## config.mk

```make
export PLATFORM = sky130hd
export DESIGN_NAME = multicycle_control
export DESIGN_NICKNAME = d
export VERILOG_FILES = /design/src/rtl/multicycle_control.sv
export SDC_FILE = /design/constraint.sdc
export NUM_CORES = 1
export LEC_CHECK = 0
export CORE_MARGIN = 2
export CORE_UTILIZATION = 46
export DETAILED_ROUTE_END_ITERATION = 12
export HOLD_SLACK_MARGIN = 0.02
export PLACE_DENSITY = 0.79
export SETUP_SLACK_MARGIN = 0.3
export SLEW_MARGIN = 40
export SYNTH_ARGS = -nofsm -noshare
export SYNTH_HDL_FRONTEND = slang
export SYNTH_SLANG_ARGS = --single-unit
```

## constraint.sdc

```tcl
create_clock -name clk -period 2.2 [get_ports clk]
set_input_delay 0.44 -clock clk [delete_from_list [all_inputs] [get_ports clk]]
set_output_delay 0.44 -clock clk [all_outputs]
set_load 0.02 [all_outputs]
```

## src/rtl/multicycle_control.sv

```systemverilog
// Multi-cycle control unit for the RV64 core.
// It accepts one instruction at a time over a valid/ready handshake, decodes it
// in a single DECODE cycle, then runs EXEC or MEM (with a bounded req/ack wait)
// and WB for loads. Illegal encodings are flagged in DECODE and dropped.
module multicycle_control #(
  parameter int XLEN        = 64,
  parameter int MEM_TIMEOUT = 16,
  parameter bit SUPPORT_W   = 1'b1
) (
  input  logic        clk,
  input  logic        rst_n,
  input  logic        instr_valid,
  input  logic [31:0] instr,
  output logic        instr_ready,
  input  logic        mem_ack,
  output logic        mem_req,
  output logic        mem_we,
  output logic [2:0]  rw_type,
  output logic [1:0]  alu_op,
  output logic        alu_src,
  output logic        word_op,
  output logic        mem_to_reg,
  output logic        lui,
  output logic        auipc,
  output logic        jal,
  output logic        jalr,
  output logic [5:0]  br_type,
  output logic        reg_write,
  output logic        done,
  output logic        illegal,
  output logic        timeout_err,
  output logic        busy
);

  localparam logic [2:0] S_IDLE   = 3'd0;
  localparam logic [2:0] S_DECODE = 3'd1;
  localparam logic [2:0] S_EXEC   = 3'd2;
  localparam logic [2:0] S_MEM    = 3'd3;
  localparam logic [2:0] S_WB     = 3'd4;

  localparam logic [6:0] OPC_R      = 7'b0110011;
  localparam logic [6:0] OPC_I      = 7'b0010011;
  localparam logic [6:0] OPC_LOAD   = 7'b0000011;
  localparam logic [6:0] OPC_STORE  = 7'b0100011;
  localparam logic [6:0] OPC_BRANCH = 7'b1100011;
  localparam logic [6:0] OPC_JAL    = 7'b1101111;
  localparam logic [6:0] OPC_JALR   = 7'b1100111;
  localparam logic [6:0] OPC_LUI    = 7'b0110111;
  localparam logic [6:0] OPC_AUIPC  = 7'b0010111;
  localparam logic [6:0] OPC_IMM32  = 7'b0011011;
  localparam logic [6:0] OPC_OP32   = 7'b0111011;

  // Last counter value of the MEM wait; reaching it without ack ends the access.
  localparam logic [7:0] TIMEOUT_LAST = 8'(MEM_TIMEOUT - 1);

  logic [2:0]  state_reg, state_next;
  logic [31:0] instr_reg;
  logic [7:0]  cnt_reg, cnt_next;

  // Registered decode results, presented from the first EXEC/MEM cycle.
  logic [1:0]  alu_op_reg;
  logic        alu_src_reg, word_op_reg, mem_to_reg_reg, mem_we_reg;
  logic [2:0]  rw_type_reg;
  logic        lui_reg, auipc_reg, jal_reg, jalr_reg;
  logic [5:0]  br_type_reg;
  logic        wb_en_reg;

  // Combinational decode of the latched instruction.
  logic [6:0]  opcode;
  logic [2:0]  f3;
  logic        is_r, is_i, is_load, is_store, is_branch, is_jal, is_jalr;
  logic        is_lui, is_auipc, is_w_imm, is_w_reg, known;
  logic        dec_illegal, dec_wb_en;
  logic [1:0]  dec_alu_op;
  logic [5:0]  dec_br_type;
  logic        unused_instr_bits;

  assign opcode = instr_reg[6:0];
  assign f3     = instr_reg[14:12];
  assign unused_instr_bits = ^{instr_reg[31:15], instr_reg[11:7]};

  assign is_r      = (opcode == OPC_R);
  assign is_i      = (opcode == OPC_I);
  assign is_load   = (opcode == OPC_LOAD);
  assign is_store  = (opcode == OPC_STORE);
  assign is_branch = (opcode == OPC_BRANCH);
  assign is_jal    = (opcode == OPC_JAL);
  assign is_jalr   = (opcode == OPC_JALR);
  assign is_lui    = (opcode == OPC_LUI);
  assign is_auipc  = (opcode == OPC_AUIPC);
  assign is_w_imm  = (SUPPORT_W != 1'b0) && (opcode == OPC_IMM32);
  assign is_w_reg  = (SUPPORT_W != 1'b0) && (opcode == OPC_OP32);

  assign known = is_r | is_i | is_load | is_store | is_branch | is_jal | is_jalr |
                 is_lui | is_auipc | is_w_imm | is_w_reg;

  // Branch func3 010/011 are reserved, load 111 has no width, stores stop at 011.
  assign dec_illegal = (instr_reg[1:0] != 2'b11) | ~known |
                       (is_branch & (f3[2:1] == 2'b01)) |
                       (is_load & (f3 == 3'b111)) |
                       (is_store & f3[2]);

  assign dec_wb_en = is_r | is_i | is_w_imm | is_w_reg | is_jal | is_jalr | is_lui | is_auipc;

  // One-hot branch type: bits 0..1 map to func3 000/001, bits 2..5 to func3 100..111.
  generate
    for (genvar gi = 0; gi < 6; gi++) begin : g_br_type
      localparam logic [2:0] BR_F3 = (gi < 2) ? 3'(gi) : 3'(gi + 2);
      assign dec_br_type[gi] = is_branch & (f3 == BR_F3);
    end
  endgenerate

  // ALU operation class selected from the opcode group.
  always_comb begin
    dec_alu_op = 2'b00;
    if (is_r | is_w_reg)
      dec_alu_op = 2'b10;
    else if (is_i | is_w_imm)
      dec_alu_op = 2'b01;
    else if (is_branch)
      dec_alu_op = 2'b11;
  end

  // Next-state logic plus the single-cycle pulses tied to the current state.
  always_comb begin
    state_next  = state_reg;
    cnt_next    = cnt_reg;
    done        = 1'b0;
    illegal     = 1'b0;
    timeout_err = 1'b0;
    reg_write   = 1'b0;
    case (state_reg)
      S_IDLE: begin
        if (instr_valid)
          state_next = S_DECODE;
      end
      S_DECODE: begin
        cnt_next = 8'd0;
        if (dec_illegal) begin
          illegal    = 1'b1;
          state_next = S_IDLE;
        end else if (is_load | is_store) begin
          state_next = S_MEM;
        end else begin
          state_next = S_EXEC;
        end
      end
      S_EXEC: begin
        done       = 1'b1;
        reg_write  = wb_en_reg;
        state_next = S_IDLE;
      end
      S_MEM: begin
        // An ack arriving in the last allowed cycle still completes the access.
        if (mem_ack) begin
          if (mem_we_reg) begin
            done       = 1'b1;
            state_next = S_IDLE;
          end else begin
            state_next = S_WB;
          end
        end else if (cnt_reg == TIMEOUT_LAST) begin
          timeout_err = 1'b1;
          state_next  = S_IDLE;
        end else begin
          cnt_next = cnt_reg + 8'd1;
        end
      end
      S_WB: begin
        done       = 1'b1;
        reg_write  = 1'b1;
        state_next = S_IDLE;
      end
      default: state_next = S_IDLE;
    endcase
  end

  // State, instruction latch and MEM wait counter.
  always_ff @(posedge clk or negedge rst_n) begin
    if (!rst_n) begin
      state_reg <= S_IDLE;
      instr_reg <= 32'd0;
      cnt_reg   <= 8'd0;
    end else begin
      state_reg <= state_next;
      cnt_reg   <= cnt_next;
      if (state_reg == S_IDLE && instr_valid)
        instr_reg <= instr;
    end
  end

  // Decode outputs load at the end of a legal DECODE and clear on return to IDLE.
  always_ff @(posedge clk or negedge rst_n) begin
    if (!rst_n) begin
      alu_op_reg     <= 2'b00;
      alu_src_reg    <= 1'b0;
      word_op_reg    <= 1'b0;
      mem_to_reg_reg <= 1'b0;
      mem_we_reg     <= 1'b0;
      rw_type_reg    <= 3'b000;
      lui_reg        <= 1'b0;
      auipc_reg      <= 1'b0;
      jal_reg        <= 1'b0;
      jalr_reg       <= 1'b0;
      br_type_reg    <= 6'b0;
      wb_en_reg      <= 1'b0;
    end else if (state_reg == S_DECODE && !dec_illegal) begin
      alu_op_reg     <= dec_alu_op;
      alu_src_reg    <= is_load | is_store | is_i | is_jalr | is_w_imm;
      word_op_reg    <= is_w_imm | is_w_reg;
      mem_to_reg_reg <= is_load;
      mem_we_reg     <= is_store;
      rw_type_reg    <= (is_load | is_store) ? f3 : 3'b000;
      lui_reg        <= is_lui;
      auipc_reg      <= is_auipc;
      jal_reg        <= is_jal;
      jalr_reg       <= is_jalr;
      br_type_reg    <= dec_br_type;
      wb_en_reg      <= dec_wb_en;
    end else if (state_next == S_IDLE) begin
      alu_op_reg     <= 2'b00;
      alu_src_reg    <= 1'b0;
      word_op_reg    <= 1'b0;
      mem_to_reg_reg <= 1'b0;
      mem_we_reg     <= 1'b0;
      rw_type_reg    <= 3'b000;
      lui_reg        <= 1'b0;
      auipc_reg      <= 1'b0;
      jal_reg        <= 1'b0;
      jalr_reg       <= 1'b0;
      br_type_reg    <= 6'b0;
      wb_en_reg      <= 1'b0;
    end
  end

  // Only the RV64 datapath width and an 8-bit timeout counter are supported.
  assert property (@(posedge clk) (XLEN == 64) && (MEM_TIMEOUT >= 1) && (MEM_TIMEOUT <= 255));

  assign instr_ready = (state_reg == S_IDLE);
  assign busy        = (state_reg != S_IDLE);
  assign mem_req     = (state_reg == S_MEM);
  assign mem_we      = mem_we_reg;
  assign rw_type     = rw_type_reg;
  assign alu_op      = alu_op_reg;
  assign alu_src     = alu_src_reg;
  assign word_op     = word_op_reg;
  assign mem_to_reg  = mem_to_reg_reg;
  assign lui         = lui_reg;
  assign auipc       = auipc_reg;
  assign jal         = jal_reg;
  assign jalr        = jalr_reg;
  assign br_type     = br_type_reg;

endmodule

```

## Word-level counts from Yosys, hierarchy flattened

Cells that the tools add are included.
W data, S select, Z words.

- Register bits after elaboration: 46
- Latch bits: 0
- Memory bits (writable): 0
- Memory bits (read-only): 0
- Bits of input ports: 36
- Output and inout bits: 26
- Word-level logic and storage cells: 128
- Memories: 0

- Add/sub/neg operators: 1
- Multiply operators: 0
- Div/mod/pow operators: 0
- $lt $le $gt $ge: 0
- Eq/ne operators: 25
- Shifts and indexed selects: 0
- Muxes and demuxes: 39
- Bitwise logic cells: 37
- Reduce and logical (&&, ||, !) cells: 11

Operators with widths:

| cell | count |
|---|---|
| $eq A7 B6 Y1 const B | 4 |
| $or A1 B1 Y1 | 27 |
| $eq A7 B5 Y1 const B | 3 |
| $eq A7 B7 Y1 const B | 3 |
| $mux W3 | 7 |
| $mux W1 | 18 |
| $mux W8 | 2 |
| $pmux W8 S2 | 1 |
| $eq A3 B3 Y1 const B | 5 |
| $mux W2 | 6 |
| $mux W6 | 2 |
| $and A1 B1 Y1 | 9 |
| $logic_not A3 Y1 | 3 |
| $pmux W3 S3 | 1 |
| $add A8 B1 Y8 const B | 1 |
| $eq A8 B4 Y1 const B | 1 |
| $eq A7 B2 Y1 const B | 1 |
| $eq A3 B1 Y1 const B | 2 |
| $eq A3 B2 Y1 const B | 2 |
| $ne A2 B2 Y1 const B | 3 |
| $pmux W1 S2 | 2 |
| $reduce_bool A2 Y1 | 2 |
| $reduce_and A3 Y1 | 1 |
| $reduce_bool A3 Y1 | 1 |
| other kinds (5) | 6 |

## Logic depth before layout (Yosys ltp)

- Depth after elaboration: 21
- Depth in mapped cells: 9
- Gate-level depth less buffers: 6

## Worst setup path before layout

No wires, ideal clock.

- Path type: flip-flop to flip-flop
- Start: register state_reg[1]
- End: register instr_reg[4]
- Setup time: 0.125 ns
- Data arrival time: 2.067 ns
- Required time: 2.075 ns
- Slack: 0.009 ns
- Cell stages (with the launch flop): 7
- Buffers on the path: 3
- Clock period less this slack: 2.191 ns
- Path through: dfrtp_1 -> clkbuf_1 -> nor3_1 -> and2_1 -> buf_2 -> clkbuf_1 -> mux2_2

- Cells in the longest elaborated chain, start to end: 2

RTL lines:

| element | RTL line | source |
|---|---|---|
| start, declared | 56 | `logic [2:0] state_reg, state_next;` |
| start signal, assigned | 185 | `state_reg <= state_next;` |
| $logic_not A3 Y1 | n/a |  |
| via instr_ready | 14 | `output logic instr_ready,` |
| $logic_and A1 B1 Y1 | 187 | `if (state_reg == S_IDLE && instr_valid)` |
| end signal, assigned | 188 | `instr_reg <= instr;` |
| end, declared | 57 | `logic [31:0] instr_reg;` |

The timed path passes the listed nets, and every way through them passes these cells.
A chain may end at the register's enable or synchronous reset.

## Worst setup path after layout

- Start: register cnt_reg[7]
- End: output timeout_err

- Cells in the longest elaborated chain, start to end: 4

RTL lines:

| element | RTL line | source |
|---|---|---|
| start, declared | 58 | `logic [7:0] cnt_reg, cnt_next;` |
| start signal, assigned | 186 | `cnt_reg <= cnt_next;` |
| $eq A8 B4 Y1 | 162 | `end else if (cnt_reg == TIMEOUT_LAST) begin` |
| $mux W1 | 162 |  |
| $mux W1 | 155 | `if (mem_ack) begin` |
| $mux W1 | 132 | `case (state_reg)` |
| end, declared | 31 | `output logic timeout_err,` |

Every way passes these cells.

==> qor.yml <==
cellLeakagePower_nw: 1.36
drtPass1Iterations: 4
critPathTopFamily: "simple AND/OR/NAND/NOR gates"
nets: 304
insertion_delay_ns: 0.29
tritoncts: "done"
cts_buffers: 5
p_sw_share_pct: 34.3
async_flop_share_pct: 100
die_area_um2: 4940
syn_area_per_cell_um2: 10.1
cts.sinks: 41
hold_viol: 0
p_comb_share_pct: 35.7
die-width_um: 70.3
setup_violations: 0
timing.fmax_ghz: 0.458
synth_top_area_share_pct: 50.8
syn-num-nets: 237
layout_common_cells: "40 x dfrtp_1, 33 x buf_4, 30 x clkdlybuf4s50_1"
synthesis.area_um2: 2020
root_buffer: "clkbuf_8"
setup_slack_ns: 0.0143
die_h_um: 70.3
critPathKind: "reg -> out"
cts_hold_buf: 0
rows: 24
num_vias: 1747
cts_buffer_depth: 2
grt_pass1_wl_um: 7740
cpPeakStageDelay_ns: 0.45
switching_power_mw: 0.719
start_util_pct: 47.1
rr_startpoint: "cnt_reg[7]"
ys_ff_latch: 41
ir_drop_mv: 0.522
wl_per_cell_um: 15.2
ys_types: 46
drc_errors: 0
ys_seq_area_share_pct: 50.8
slew_headroom_pct: 62.0
io_buffer_count: 39
max_cap_violations: 0
period_needed_ns: 2.19
place_hpwl_um: 3360
cp_slowest_cell: "or4_4"
clockPowerShare_pct: 22.2
power_density_nw_per_um2: 713
grt_pass1_vias: 1682
grt_max_degree: 42
cp-start-kind: "register"
drt_iter0_markers: 60
syn2layout_area_growth_pct: 45.6
drt-total-wl_um: 4870
overflow: 0
timing.final.max_slew_violations: 0
power.internal_mw: 1.38
grt_setup_unrepaired: "true"
io_pins: 62
worst-slew-pin-transition_ns: 0.569
via_per_inst: 5.46
synth.area.top_cells: "dfrtp_1 51%, nand2_1 4.6%, mux2_2 4.5%"
fin_skew_ns: 0.00891
cp-end-kind: "output port"
largest_reg_flops: 10
seqPwrFrac_pct: 42.1
cp.arrival_ns: 1.75
layout-drive-gt1-share_pct: 32.1
status: "complete, no violations"
cts.reportedPaths.clkPinSlew_ns: 0.08
place.gp.congestion: 0.810
path_buf_inv: 1
grt_antenna_before_repair: 0
rr_worst_depth: 5
place_ws_ns: -0.322
ys.flop_type: "dfrtp_1"
rrSetupSlack_ns: 0.09
power.total_mw: 2.10
fillers: 331
cp_max_fo: 2
ctsHtreeMaxLevel: 2
cp_cell_sequence: "or3_4 > or4_4 > nor2_4 > buf_6"
r2r-end: "br_type[2]"
synth_edf_count: 0
min_path_type: "in -> async"
syn_inst: 200
final_common_cell: "dfrtp_1"
finalCritPeriodShare_pct: 99.4
ant_nets: 0
yosys.area.top_type: "dfrtp_1"
required_ns: 1.76
core_area_um2: 4290
ys_warn_count: 0
grt.total_usage_pct: 19.6
diodes: 0
[worst max-delay path by stage]
| stage | start | endpoint | slack, ns | depth (start not counted) |
|---|---|---|---|---|
| 4_1_cts | cnt_reg[7] | timeout_err | 0.007 | 4 |
| 3_3_place_gp | mem_ack | timeout_err | -0.32 | 4 |
| 6_report | cnt_reg[7] | timeout_err | 0.01 | 4 |
| 3_5_place_dp | mem_ack | timeout_err | -0.32 | 4 |
| 5_1_grt | cnt_reg[7] | timeout_err | -0.03 | 4 |
| 2_1_floorplan | cnt_reg[5] | mem_to_reg | 0.24 | 6 |
[cell families (layout without fill, tap and decap cells)]
| group | Yosys count | count (layout) | share of synthesized area (%) |
|---|---|---|---|
| flops | 41 | 41 | 50.8 |
| compound gates | 50 | 50 | 18.8 |
| mux | 8 | 8 | 4.46 |
| xor+xnor | 3 | 3 | 1.30 |
| buf+inv | 21 | 89 | 4.95 |
| simple gates | 76 | 76 | 19.1 |
| fa+ha+maj | 1 | 1 | 0.619 |
[power groups by stage]
stage          logic (mW)  registers (mW)  clock network, mW
2_1_floorplan       0.387           0.881                  0
3_3_place_gp        0.631           0.889                  0
3_5_place_dp        0.642           0.891                  0
4_1_cts             0.674           0.879              0.475
5_1_grt             0.808           0.896              0.504
6_report            0.749           0.884              0.466
[cell type report]
type                    count  area (µm²)  area share (%)
well taps                  52        65.1            2.21
flip-flops and latches     41        1030            34.9
repair buffers             73         652            22.2
multi-input cells         138        1090            37.0
inverters                   8        30.0            1.02
clock buffers               8        80.1            2.72
[per-stage QoR]
step / TNS [ns] / cells / hold slack (ns) / area [µm²] / util [%]
final: 0 / 320 / 0.206 / 2940 / 68.5
after global routing: -0.0305 / 320 / 0.263 / 2940 / 68.5
after CTS: 0 / 319 / 0.216 / 2780 / 64.8
after detailed placement: -0.637 / 310 / 0.474 / 2670 / 62.2
after global placement: -0.655 / 310 / 0.465 / 2670 / 62.2
after floorplan: 0 / 200 / 0.144 / 2040 / -
[per-layer routing]
metal | up-vias | global-route usage [%] | wire, µm
met4 | 0 | 5.56 | 48
met3 | 5 | 4.33 | 181
met2 | 39 | 31.4 | 2440
met5 | - | 0 | 0
met1 | 844 | 26.8 | 2200
li1 | 859 | - | -
[cells in the mapped netlist, types with 2 or more instances]
cell type  count
dfrtp_1       41
nand2_1       25
nor2_1        16
o21ai_0       10
a22o_1         9
clkbuf_1       9
inv_1          8
mux2_2         8
a21oi_1        6
a32o_1         5
nand2b_1       5
nor3_1         5
a22o_2         4
nand3_1        4
nor3b_1        4
o31ai_1        3
a2111oi_0      2
buf_2          2
nand3b_1       2
nand4_1        2
nand4b_1       2
nor2b_1        2
or4_1          2
xnor2_1        2
[repair_timing]
action,in CTS,in global routing
pin swaps,5,3
resized for setup,31,34
setup buffers,1,1
setup endpoints to repair,31,33
Power figures use the tool's default switching activity.
